==> src/rtl/riscv_ctrl_pkg.sv <==
// riscv_ctrl_pkg: shared opcodes, FSM states and datapath select encodings for the multi-cycle RV32I controller
package riscv_ctrl_pkg;
  localparam logic [6:0] R_TYPE = 7'b0110011;
  localparam logic [6:0] I_TYPE = 7'b0010011;
  localparam logic [6:0] LW     = 7'b0000011;
  localparam logic [6:0] SW     = 7'b0100011;
  localparam logic [6:0] BR     = 7'b1100011;
  localparam logic [6:0] JAL    = 7'b1101111;
  localparam logic [6:0] JALR   = 7'b1100111;
  typedef enum logic [3:0] {
    ST_FETCH, ST_DECODE, ST_MEMADR, ST_MEMRD, ST_MEMWB, ST_MEMWR,
    ST_EXEC_R, ST_EXEC_I, ST_ALUWB, ST_BRANCH, ST_JAL, ST_JALR
  } state_t;
  typedef enum logic [1:0] {ALU_ADD, ALU_BR, ALU_FUNCT, ALU_JAL} alu_op_t;
  typedef enum logic [1:0] {SRCA_PC, SRCA_OLDPC, SRCA_RS1} src_a_t;
  typedef enum logic [1:0] {SRCB_RS2, SRCB_FOUR, SRCB_IMM} src_b_t;
  typedef enum logic [1:0] {RES_ALUOUT, RES_MDR, RES_LINK} result_t;
  // Unknown opcodes map to FETCH, which doubles as the illegal-instruction marker.
  function automatic state_t decode_next(input logic [6:0] op);
    case (op)
      LW, SW:  return ST_MEMADR;
      R_TYPE:  return ST_EXEC_R;
      I_TYPE:  return ST_EXEC_I;
      BR:      return ST_BRANCH;
      JAL:     return ST_JAL;
      JALR:    return ST_JALR;
      default: return ST_FETCH;
    endcase
  endfunction
  function automatic logic known_op(input logic [6:0] op);
    return decode_next(op) != ST_FETCH;
  endfunction
endpackage

==> src/rtl/mem_wait_timer.sv <==
// mem_wait_timer: counts consecutive memory wait cycles and flags the cycle that reaches MEM_TIMEOUT-1
//   clk, reset : clock and asynchronous active-high reset
//   clr        : restart the count (state change or abort)
//   en         : a wait cycle (memory state with no ready)
//   timeout    : this wait cycle is the last one allowed
module mem_wait_timer #(
  parameter int MEM_TIMEOUT = 16
) (
  input  logic clk,
  input  logic reset,
  input  logic clr,
  input  logic en,
  output logic timeout
);
  logic [7:0] cnt_q, cnt_d;
  assign timeout = en && cnt_q == 8'(MEM_TIMEOUT - 1);
  always_comb cnt_d = clr ? 8'd0 : en ? cnt_q + 8'd1 : cnt_q;
  always_ff @(posedge clk or posedge reset)
    if (reset) cnt_q <= '0;
    else cnt_q <= cnt_d;
endmodule

==> src/rtl/multicycle_controller.sv <==
// multicycle_controller: main control FSM sequencing the shared ALU and unified memory for RV32I
//   inputs : clk, reset (async, active-high), Opcode, BrTaken, MemReady
//   outputs: PCWrite, IRWrite, IorD, MemRead, MemWrite, RegWrite, ResultSrc, ALUSrcA, ALUSrcB,
//            ALUOp, PCSrc, MemErr/IllegalInstr pulses, InstrRetired counter
module multicycle_controller
  import riscv_ctrl_pkg::*;
#(
  parameter int MEM_TIMEOUT = 16,
  parameter int CNT_W       = 32
) (
  input  logic             clk,
  input  logic             reset,
  input  logic [6:0]       Opcode,
  input  logic             BrTaken,
  input  logic             MemReady,
  output logic             PCWrite,
  output logic             IRWrite,
  output logic             IorD,
  output logic             MemRead,
  output logic             MemWrite,
  output logic             RegWrite,
  output logic [1:0]       ResultSrc,
  output logic [1:0]       ALUSrcA,
  output logic [1:0]       ALUSrcB,
  output logic [1:0]       ALUOp,
  output logic             PCSrc,
  output logic             MemErr,
  output logic             IllegalInstr,
  output logic [CNT_W-1:0] InstrRetired
);
  state_t state_q, state_d;
  logic [CNT_W-1:0] retired_q, retired_d;
  logic waiting, timeout, retire;
  assign waiting = state_q inside {ST_FETCH, ST_MEMRD, ST_MEMWR};
  // A FETCH timeout stays in FETCH, so the abort itself must also restart the count.
  mem_wait_timer #(.MEM_TIMEOUT(MEM_TIMEOUT)) u_timer (
    .clk     (clk),
    .reset   (reset),
    .clr     (state_d != state_q || timeout),
    .en      (waiting && !MemReady),
    .timeout (timeout)
  );
  always_ff @(posedge clk or posedge reset)
    if (reset) begin
      state_q   <= ST_FETCH;
      retired_q <= '0;
    end else begin
      state_q   <= state_d;
      retired_q <= retired_d;
    end
  always_comb begin
    state_d = state_q;
    case (state_q)
      ST_FETCH:             state_d = MemReady ? ST_DECODE : ST_FETCH;
      ST_DECODE:            state_d = decode_next(Opcode);
      ST_MEMADR:            state_d = Opcode == SW ? ST_MEMWR : ST_MEMRD;
      ST_MEMRD:             state_d = MemReady ? ST_MEMWB : timeout ? ST_FETCH : ST_MEMRD;
      ST_MEMWR:             state_d = (MemReady || timeout) ? ST_FETCH : ST_MEMWR;
      ST_EXEC_R, ST_EXEC_I: state_d = ST_ALUWB;
      default:              state_d = ST_FETCH;
    endcase
  end
  assign retire = state_q inside {ST_MEMWB, ST_ALUWB, ST_BRANCH, ST_JAL, ST_JALR} ||
                  (state_q == ST_MEMWR && MemReady);
  always_comb retired_d = retired_q + CNT_W'(retire);
  assign InstrRetired = retired_q;
  always_comb begin
    PCWrite      = 1'b0;
    IRWrite      = 1'b0;
    IorD         = 1'b0;
    MemRead      = 1'b0;
    MemWrite     = 1'b0;
    RegWrite     = 1'b0;
    ResultSrc    = RES_ALUOUT;
    ALUSrcA      = SRCA_PC;
    ALUSrcB      = SRCB_RS2;
    ALUOp        = ALU_ADD;
    PCSrc        = 1'b0;
    MemErr       = 1'b0;
    IllegalInstr = 1'b0;
    if (!reset) begin
      MemErr = timeout;
      case (state_q)
        ST_FETCH: begin
          MemRead = 1'b1;
          ALUSrcB = SRCB_FOUR;
          IRWrite = MemReady;
          PCWrite = MemReady;
        end
        ST_DECODE: begin
          ALUSrcA      = SRCA_OLDPC;
          ALUSrcB      = SRCB_IMM;
          IllegalInstr = !known_op(Opcode);
        end
        ST_MEMADR: begin
          ALUSrcA = SRCA_RS1;
          ALUSrcB = SRCB_IMM;
        end
        ST_MEMRD: begin
          IorD    = 1'b1;
          MemRead = 1'b1;
        end
        ST_MEMWB: begin
          RegWrite  = 1'b1;
          ResultSrc = RES_MDR;
        end
        ST_MEMWR: begin
          IorD     = 1'b1;
          MemWrite = 1'b1;
        end
        ST_EXEC_R: begin
          ALUSrcA = SRCA_RS1;
          ALUOp   = ALU_FUNCT;
        end
        ST_EXEC_I: begin
          ALUSrcA = SRCA_RS1;
          ALUSrcB = SRCB_IMM;
          ALUOp   = ALU_FUNCT;
        end
        ST_ALUWB: RegWrite = 1'b1;
        ST_BRANCH: begin
          ALUSrcA = SRCA_RS1;
          ALUOp   = ALU_BR;
          PCSrc   = 1'b1;
          PCWrite = BrTaken;
        end
        ST_JAL: begin
          RegWrite  = 1'b1;
          ResultSrc = RES_LINK;
          PCSrc     = 1'b1;
          PCWrite   = 1'b1;
          ALUOp     = ALU_JAL;
        end
        ST_JALR: begin
          ALUSrcA   = SRCA_RS1;
          ALUSrcB   = SRCB_IMM;
          ALUOp     = ALU_JAL;
          PCWrite   = 1'b1;
          RegWrite  = 1'b1;
          ResultSrc = RES_LINK;
        end
        default: ;
      endcase
    end
  end
endmodule

==> config.mk <==
export PLATFORM = sky130hd
export DESIGN_NAME = multicycle_controller
export DESIGN_NICKNAME = d
export VERILOG_FILES = /design/src/rtl/riscv_ctrl_pkg.sv /design/src/rtl/mem_wait_timer.sv /design/src/rtl/multicycle_controller.sv
export SDC_FILE = /design/constraint.sdc
export NUM_CORES = 1
export LEC_CHECK = 0
export ABC_AREA = 1
export BUFFER_PORTS_ARGS = -buffer_cell sky130_fd_sc_hd__buf_2
export CAP_MARGIN = 25
export CORE_AREA = 8 8 87 89
export CTS_CLUSTER_DIAMETER = 50
export DETAILED_ROUTE_END_ITERATION = 12
export DIE_AREA = 0 0 95 97
export PLACE_DENSITY = 0.65
export SYNTH_ARGS = -nofsm -noshare
export SYNTH_HDL_FRONTEND = slang
export SYNTH_HIERARCHICAL = 1
export SYNTH_SLANG_ARGS = --single-unit
==> constraint.sdc <==
create_clock -name clk -period 4.4 [get_ports clk]
set_input_delay 0 -clock clk [delete_from_list [all_inputs] [get_ports clk]]
set_output_delay 0 -clock clk [all_outputs]
set_load 0.01 [all_outputs]
# [After elaboration in Yosys (flattened, before gate mapping)]
# Cells that the tools add are included.
[classes] addsub=2 eq_ne=20 mux=36 n_reduce_logical=22
[ops] cell="4-bit case mux with 6 select lines" count=2
[ops] cell="32-bit by 1-bit adder with 32-bit output" count=1
[ops] cell="7-bit == test (second input constant)" count=3
[ops] cell="1-bit two-way mux" count=17
[ops] cell="4-bit by 3-bit == test with 1-bit output (second input constant)" count=4
[ops] cell="4-bit == test (second input constant)" count=4
[ops] cell="8-bit two-way mux" count=2
[ops] cell="7-bit by 6-bit == test with 1-bit output (second input constant)" count=2
[ops] cell="2-bit case mux with 2 select lines" count=3
[ops] cell="2-bit OR reduction" count=6
[ops] cell="2-bit two-way mux" count=5
[ops] cell="3-bit two-way mux" count=3
[ops] cell="8-bit by 1-bit adder with 8-bit output (second input constant)" count=1
[ops] cell="4-bit by 2-bit == test with 1-bit output (second input constant)" count=2
[ops] cell="8-bit by 4-bit == test with 1-bit output (second input constant)" count=1
[ops] cell="4-bit two-way mux" count=2
[ops] cell="4-bit OR reduction" count=2
[ops] cell="7-bit by 2-bit == test with 1-bit output (second input constant)" count=1
[ops] cell="7-bit by 5-bit == test with 1-bit output (second input constant)" count=1
[ops] cell="2-bit case mux with 3 select lines" count=1
[ops] cell="5-bit nonzero test" count=1
[ops] cell="5-bit OR reduction" count=1
[ops] cell="4-bit by 1-bit == test with 1-bit output (second input constant)" count=1
[ops] cell="4-bit logical NOT" count=1
[ops] cell="other kinds (8)" count=13
[totals] regBits=44 input_bits=11 out_inout_bits=49

# [Depth between registers and ports, before layout]
[depth] depth_word=10 mapped_depth=24 depth_no_buf=24

# [By module]
# Netlist, hierarchy kept.
[by_module_without_submodules] module="multicycle_controller" n_inst=1 cells_per_inst=311 area_each_um2=2232.1
[by_module_without_submodules] module="mem_wait_timer" n_inst=1 cells_per_inst=57 area_each_um2=460.4

# [Worst setup path before layout]
# Ideal clock, no wire load.
[synth_timing] path_type="reg2reg" startpoint="reg state_q[1]" endpoint="reg u_timer.cnt_q[5]" t_arrival_ns=2.622 path_slack_ns=1.663 stages_incl_launch_ff=23 cell_sequence="dfrtp_1 inv_1 nand2_1 nor2_1 inv_1 a31oi_1 inv_2 nor3_1 nand3_1 nor2_1 nor2_1 nand2_1 nand2_1 nor2_1 nand2_1 nor2_1 nor2_1 nand2_1 nor2_4 nor2_4 nand3b_1 nand2_1 nor2_1"
[synth_via] elab_chain_cells=10 word_cells_on_any_way=20
[synth_lines] element="from (decl)" line="multicycle_controller.sv:31" rtl="state_t state_q, state_d;"
[synth_lines] element="from (signal assigned)" line="multicycle_controller.sv:48" rtl="state_q <= state_d;"
[synth_lines] element="4-bit by 2-bit == test with 1-bit output (tied with other cells)" line="multicycle_controller.sv:34" rtl="assign waiting = state_q inside {ST_FETCH, ST_MEMRD, ST_MEMWR};"
[synth_lines] element="3-bit nonzero test (*)" line="multicycle_controller.sv:34"
[synth_lines] element="1-bit logical AND (*)" line="multicycle_controller.sv:40" rtl=".en (waiting && !MemReady),"
[synth_lines] element="1-bit logical AND (*)" line="mem_wait_timer.sv:16" rtl="assign timeout = en && cnt_q == 8'(MEM_TIMEOUT - 1);"
[synth_lines] element="net timeout" line="multicycle_controller.sv:33" rtl="logic waiting, timeout, retire;"
[synth_lines] element="2-bit two-way mux / 1-bit logical OR (equally long branches)" line="multicycle_controller.sv:57, multicycle_controller.sv:58"
[synth_lines] element="3-bit two-way mux (on tied branches)" line="multicycle_controller.sv:57, multicycle_controller.sv:58"
[synth_lines] element="4-bit case mux with 6 select lines (*)" line="multicycle_controller.sv:53" rtl="case (state_q)"
[synth_lines] element="net state_d[0]" line="multicycle_controller.sv:31"
[synth_lines] element="4-bit != test (*)" line="multicycle_controller.sv:39" rtl=".clr (state_d != state_q || timeout),"
[synth_lines] element="1-bit logical OR (*)" line="multicycle_controller.sv:39"
[synth_lines] element="8-bit two-way mux / 2-bit nonzero test (equally long branches)"
[synth_lines] element="to (signal assigned)" line="mem_wait_timer.sv:20" rtl="else cnt_q <= cnt_d;"
[synth_lines] element="to (decl)" line="mem_wait_timer.sv:15" rtl="logic [7:0] cnt_q, cnt_d;"
# The timed path passes the listed nets; every way through them passes the cells marked *.
# A chain may end at the register's enable or synchronous reset.

# [Worst setup path after layout]
[layout_timing] startpoint="reg state_q[1]" endpoint="reg u_timer.cnt_q[3]"
[layout_via] elab_chain_cells=10 word_cells_on_any_way=20
[layout_lines] element="4-bit by 2-bit == test with 1-bit output (tied with other cells)" line="multicycle_controller.sv:34"
[layout_lines] element="3-bit nonzero test (*)" line="multicycle_controller.sv:34"
[layout_lines] element="1-bit logical AND (*)" line="multicycle_controller.sv:40"
[layout_lines] element="1-bit logical AND (*)" line="mem_wait_timer.sv:16"
[layout_lines] element="net timeout" line="multicycle_controller.sv:33"
[layout_lines] element="1-bit logical OR (*)" line="multicycle_controller.sv:58" rtl="ST_MEMWR: state_d = (MemReady || timeout) ? ST_FETCH : ST_MEMWR;"
[layout_lines] element="3-bit two-way mux (*)" line="multicycle_controller.sv:58"
[layout_lines] element="4-bit case mux with 6 select lines (*)" line="multicycle_controller.sv:53"
[layout_lines] element="net state_d[2]" line="multicycle_controller.sv:31"
[layout_lines] element="4-bit != test (*)" line="multicycle_controller.sv:39"
[layout_lines] element="1-bit logical OR (*)" line="multicycle_controller.sv:39"
[layout_lines] element="8-bit two-way mux / 2-bit nonzero test (equally long branches)"
# Marked as above.

==> results.sh <==
export IMPL_outcome="completed"
export IMPL_cp_data_required_time_ns=4.57
export IMPL_fillers=638
export IMPL_grt_util_all_layers_pct=16.0
export IMPL_rows=29
export IMPL_power_density_mw_per_mm2=350
export IMPL_synth_nets=382
export IMPL_setup_violations=0
export IMPL_critPathKind="reg2reg"
export IMPL_root_buffer="clkbuf_8"
export IMPL_fin_util_pct=51.3
export IMPL_firstDrtPassIters=6
export IMPL_wire_per_inst_um=13.8
export IMPL_yosysWarningCount=6
export IMPL_core_mm2=0.00620
export IMPL_drive_gt1_share_pct=19.3
export IMPL_synth_seq_cells=44
export IMPL_ctsLongestPathBuffers=2
export IMPL_synth_xor_area_share_pct=8.78
export IMPL_fin_skew_ns=0.00566
export IMPL_period_minus_slack_ns=3.18
export IMPL_grt_pass1_vias=2531
export IMPL_cts_buffers=5
export IMPL_muxShareOfSynthArea_pct=0
export IMPL_synth_edff_count=0
export IMPL_synth_top_family_by_area="simple AND/OR/NAND/NOR gates"
export IMPL_grt_max_degree=37
export IMPL_postCtsSetupRepairBufs=0
export IMPL_die_height_um=97
export IMPL_seqCellArea_mm2=0.00110
export IMPL_wirelength_um=7050
export IMPL_use_met2_pct=27.4
export IMPL_slew_violations=0
export IMPL_grt_overflow=0
export IMPL_post_dp_hpwl_um=5620
export IMPL_p_int_uw=687
export IMPL_busiest_layer="met2"
export IMPL_synth_adder_area_share_pct=1.39
export IMPL_syn_area_mm2=0.00269
export IMPL_end_kind="flop"
export IMPL_dpl_cell_area_mm2=0.00308
export IMPL_avgSynthCellArea_um2=7.32
export IMPL_p_clk_share_pct=23.5
export IMPL_ios=60
export IMPL_initial_core_util_pct=43.4
export IMPL_synth_area_leader_cell="dfrtp_1"
export IMPL_fin_ws_ns=1.22
export IMPL_vias_per_cell=4.94
export IMPL_postRouteAntennaNets=0
export IMPL_antenna_found_initial=0
export IMPL_io_buffers=59
export IMPL_setup_tns_ns=0
export IMPL_comb_power_share_pct=33.1
export IMPL_synth_top_area_share_pct=40.9
export IMPL_drt_initial_drc_count=125
export IMPL_drv_cap=0
export IMPL_dp_cells=503
export IMPL_hold_class="in2reg"
export IMPL_post_route_drc_count=0
export IMPL_dpl_worst_slack_ns=1.23
export IMPL_yosys_top_cells_count="nand2_1, nor2_1, inv_1, dfrtp_1, nand3_1"
export IMPL_die_x_um=95
export IMPL_grtUsageMet1_pct=19.5
export IMPL_tritoncts="done"
export IMPL_fin_crit_sh_pct=72.3
export IMPL_cp_data_arrival_time_ns=3.36
export IMPL_design_die_area_mm2=0.00922
export IMPL_synth_flop_cell="dfrtp_1"
export IMPL_fmax_mhz=314
export IMPL_seq_power_share_pct=43.3
export IMPL_worstMarginPinSlew_ns=0.569
export IMPL_syn_to_final_growth_pct=18.3
export IMPL_gp_congestion=0.924
export IMPL_slew_headroom_pct=61.9
export IMPL_n_antenna_cell=0
export IMPL_htreeDepth=2
export IMPL_fin_cells=512
export IMPL_synth_simple_gate_area_share_pct=37.4
export IMPL_clock_latency_ns=0.30
export IMPL_p_sw_share_pct=38.5
export IMPL_clkTransAtPathRegs_ns=0.08
export IMPL_vias=2529
export IMPL_p_switching_uw=429
export IMPL_grt_pass1_wl_um=12000
export IMPL_rsz0062_at_grt="no"
export IMPL_synth_compound_area_share_pct=4.32
export IMPL_multi_input_area_mm2=0.00140
export IMPL_met3_usage_pct=3.63
export IMPL_async_flop_share_pct=100
export IMPL_fin_area_mm2=0.00318
export IMPL_nets=448
export IMPL_syn_inst=368
export IMPL_post_synth_top_count_cell="nand2_1"
export IMPL_synth_cell_types=27
export IMPL_hold_viol_final=0
export IMPL_leakagePower_uw=0.00169
export IMPL_ir_drop_v=0.000212
export IMPL_cts_sinks=44
export IMPL_worstSetupStartpointType="flop"
export IMPL_crit_fanout=5
export IMPL_synth_area_leaders="dfrtp_1, nand2_1, nor2_1, inv_1, xor2_1"
export IMPL_seq_area_frac_synth_pct=40.9
## cell families after synthesis
family	count (synthesis)
compound gates	21
flops	44
fa+ha+maj	3
buf+inv	52
xor+xnor	27
simple gates	221
## layer usage
metal / part of all wire, % / wire (µm)
met3: 6.3 / 441
met1: 45 / 3140
met4: 1.3 / 91
met5: 0 / 0
met2: 48 / 3380
## final cells by class
cell class | instances | area share [%]
tap | 77 | 3.03
inverter | 50 | 5.89
multi-input combinational | 272 | 43.9
timing repair buffer | 61 | 9.82
clock buffer | 8 | 2.83
sequential | 44 | 34.6
## placed cells by master, fill, tap and decap left out, drive strengths merged
cell type | synthesis | routed
nand2 | 97 | 97
nor2 | 61 | 61
buf | 0 | 60
inv | 50 | 50
dfrtp | 44 | 44
nand3 | 27 | 27
xor2 | 20 | 20
nor3 | 18 | 18
a21oi | 11 | 11
clkbuf | 2 | 8
nand4 | 7 | 7
xnor2 | 7 | 7
nor4 | 7 | 7
o21ai | 5 | 5
nand3b | 3 | 3
a31oi | 3 | 3
ha | 3 | 3
or2 | 1 | 1
o21bai | 1 | 1
o22ai | 1 | 1
dlygate4sd3 | 0 | 1
## state kept, by name (all words and copies together), names as in the netlist
register / count
state_q: 4
InstrRetired: 32
u_timer/cnt_q: 8
## worst max-delay path, stage by stage (launching register included)
cell and delay, ns:
dfrtp_1 0.44, inv_1 0.17, nand2_1 0.13, nor2_1 0.19, inv_1 0.10, a31oi_1 0.44, inv_2 0.08, nor3_1 0.15
nand3_1 0.08, nor2_1 0.13, nor2_1 0.07, nand2_1 0.08, nand2_1 0.05, inv_1 0.07, nand3_1 0.09, nand2_1 0.07
nand2_1 0.06, nor2_1 0.09, nand2_1 0.14, nor2_4 0.21, nor2_4 0.07, o21ai_1 0.12, a21oi_1 0.05
## through the flow
| step | hold WS (ns) | power [µW] |
|---|---|---|
| floorplan | -0.184 | 749 |
| global placement | 0.105 | 859 |
| detailed placement | 0.113 | 859 |
| CTS | 0.0927 | 1130 |
| global route | 0.137 | 1200 |
| finish | 0.0885 | 1120 |
## worst paths after layout
kind | from | end | slack (ns) | cells after the start
min in group asynchronous | reset | u_timer/cnt_q[1] | 0.33 | 3
max | state_q[1] | u_timer/cnt_q[3] | 1.22 | 22
min | Opcode[4] | state_q[2] | 0.09 | 3
max reg2reg | state_q[1] | u_timer/cnt_q[3] | 1.22 | 22
max in group asynchronous | reset | InstrRetired[26] | 3.59 | 4
min reg2reg | InstrRetired[31] | InstrRetired[31] | 0.47 | 1
## power groups by stage
stage | registers [µW] | clock network (µW) | logic (µW)
floorplan | 488 | 0 | 261
global placement | 490 | 0 | 369
detailed placement | 490 | 0 | 370
CTS | 483 | 270 | 373
global route | 490 | 286 | 428
finish | 484 | 262 | 370
## timing repair
action	4_1_cts	5_1_grt
endpoints found under the setup margin	0	0
hold endpoints to repair	44	0
hold buffers	1	0
resized for setup	0	0
No activity file was read; power rests on OpenSTA's default activity.
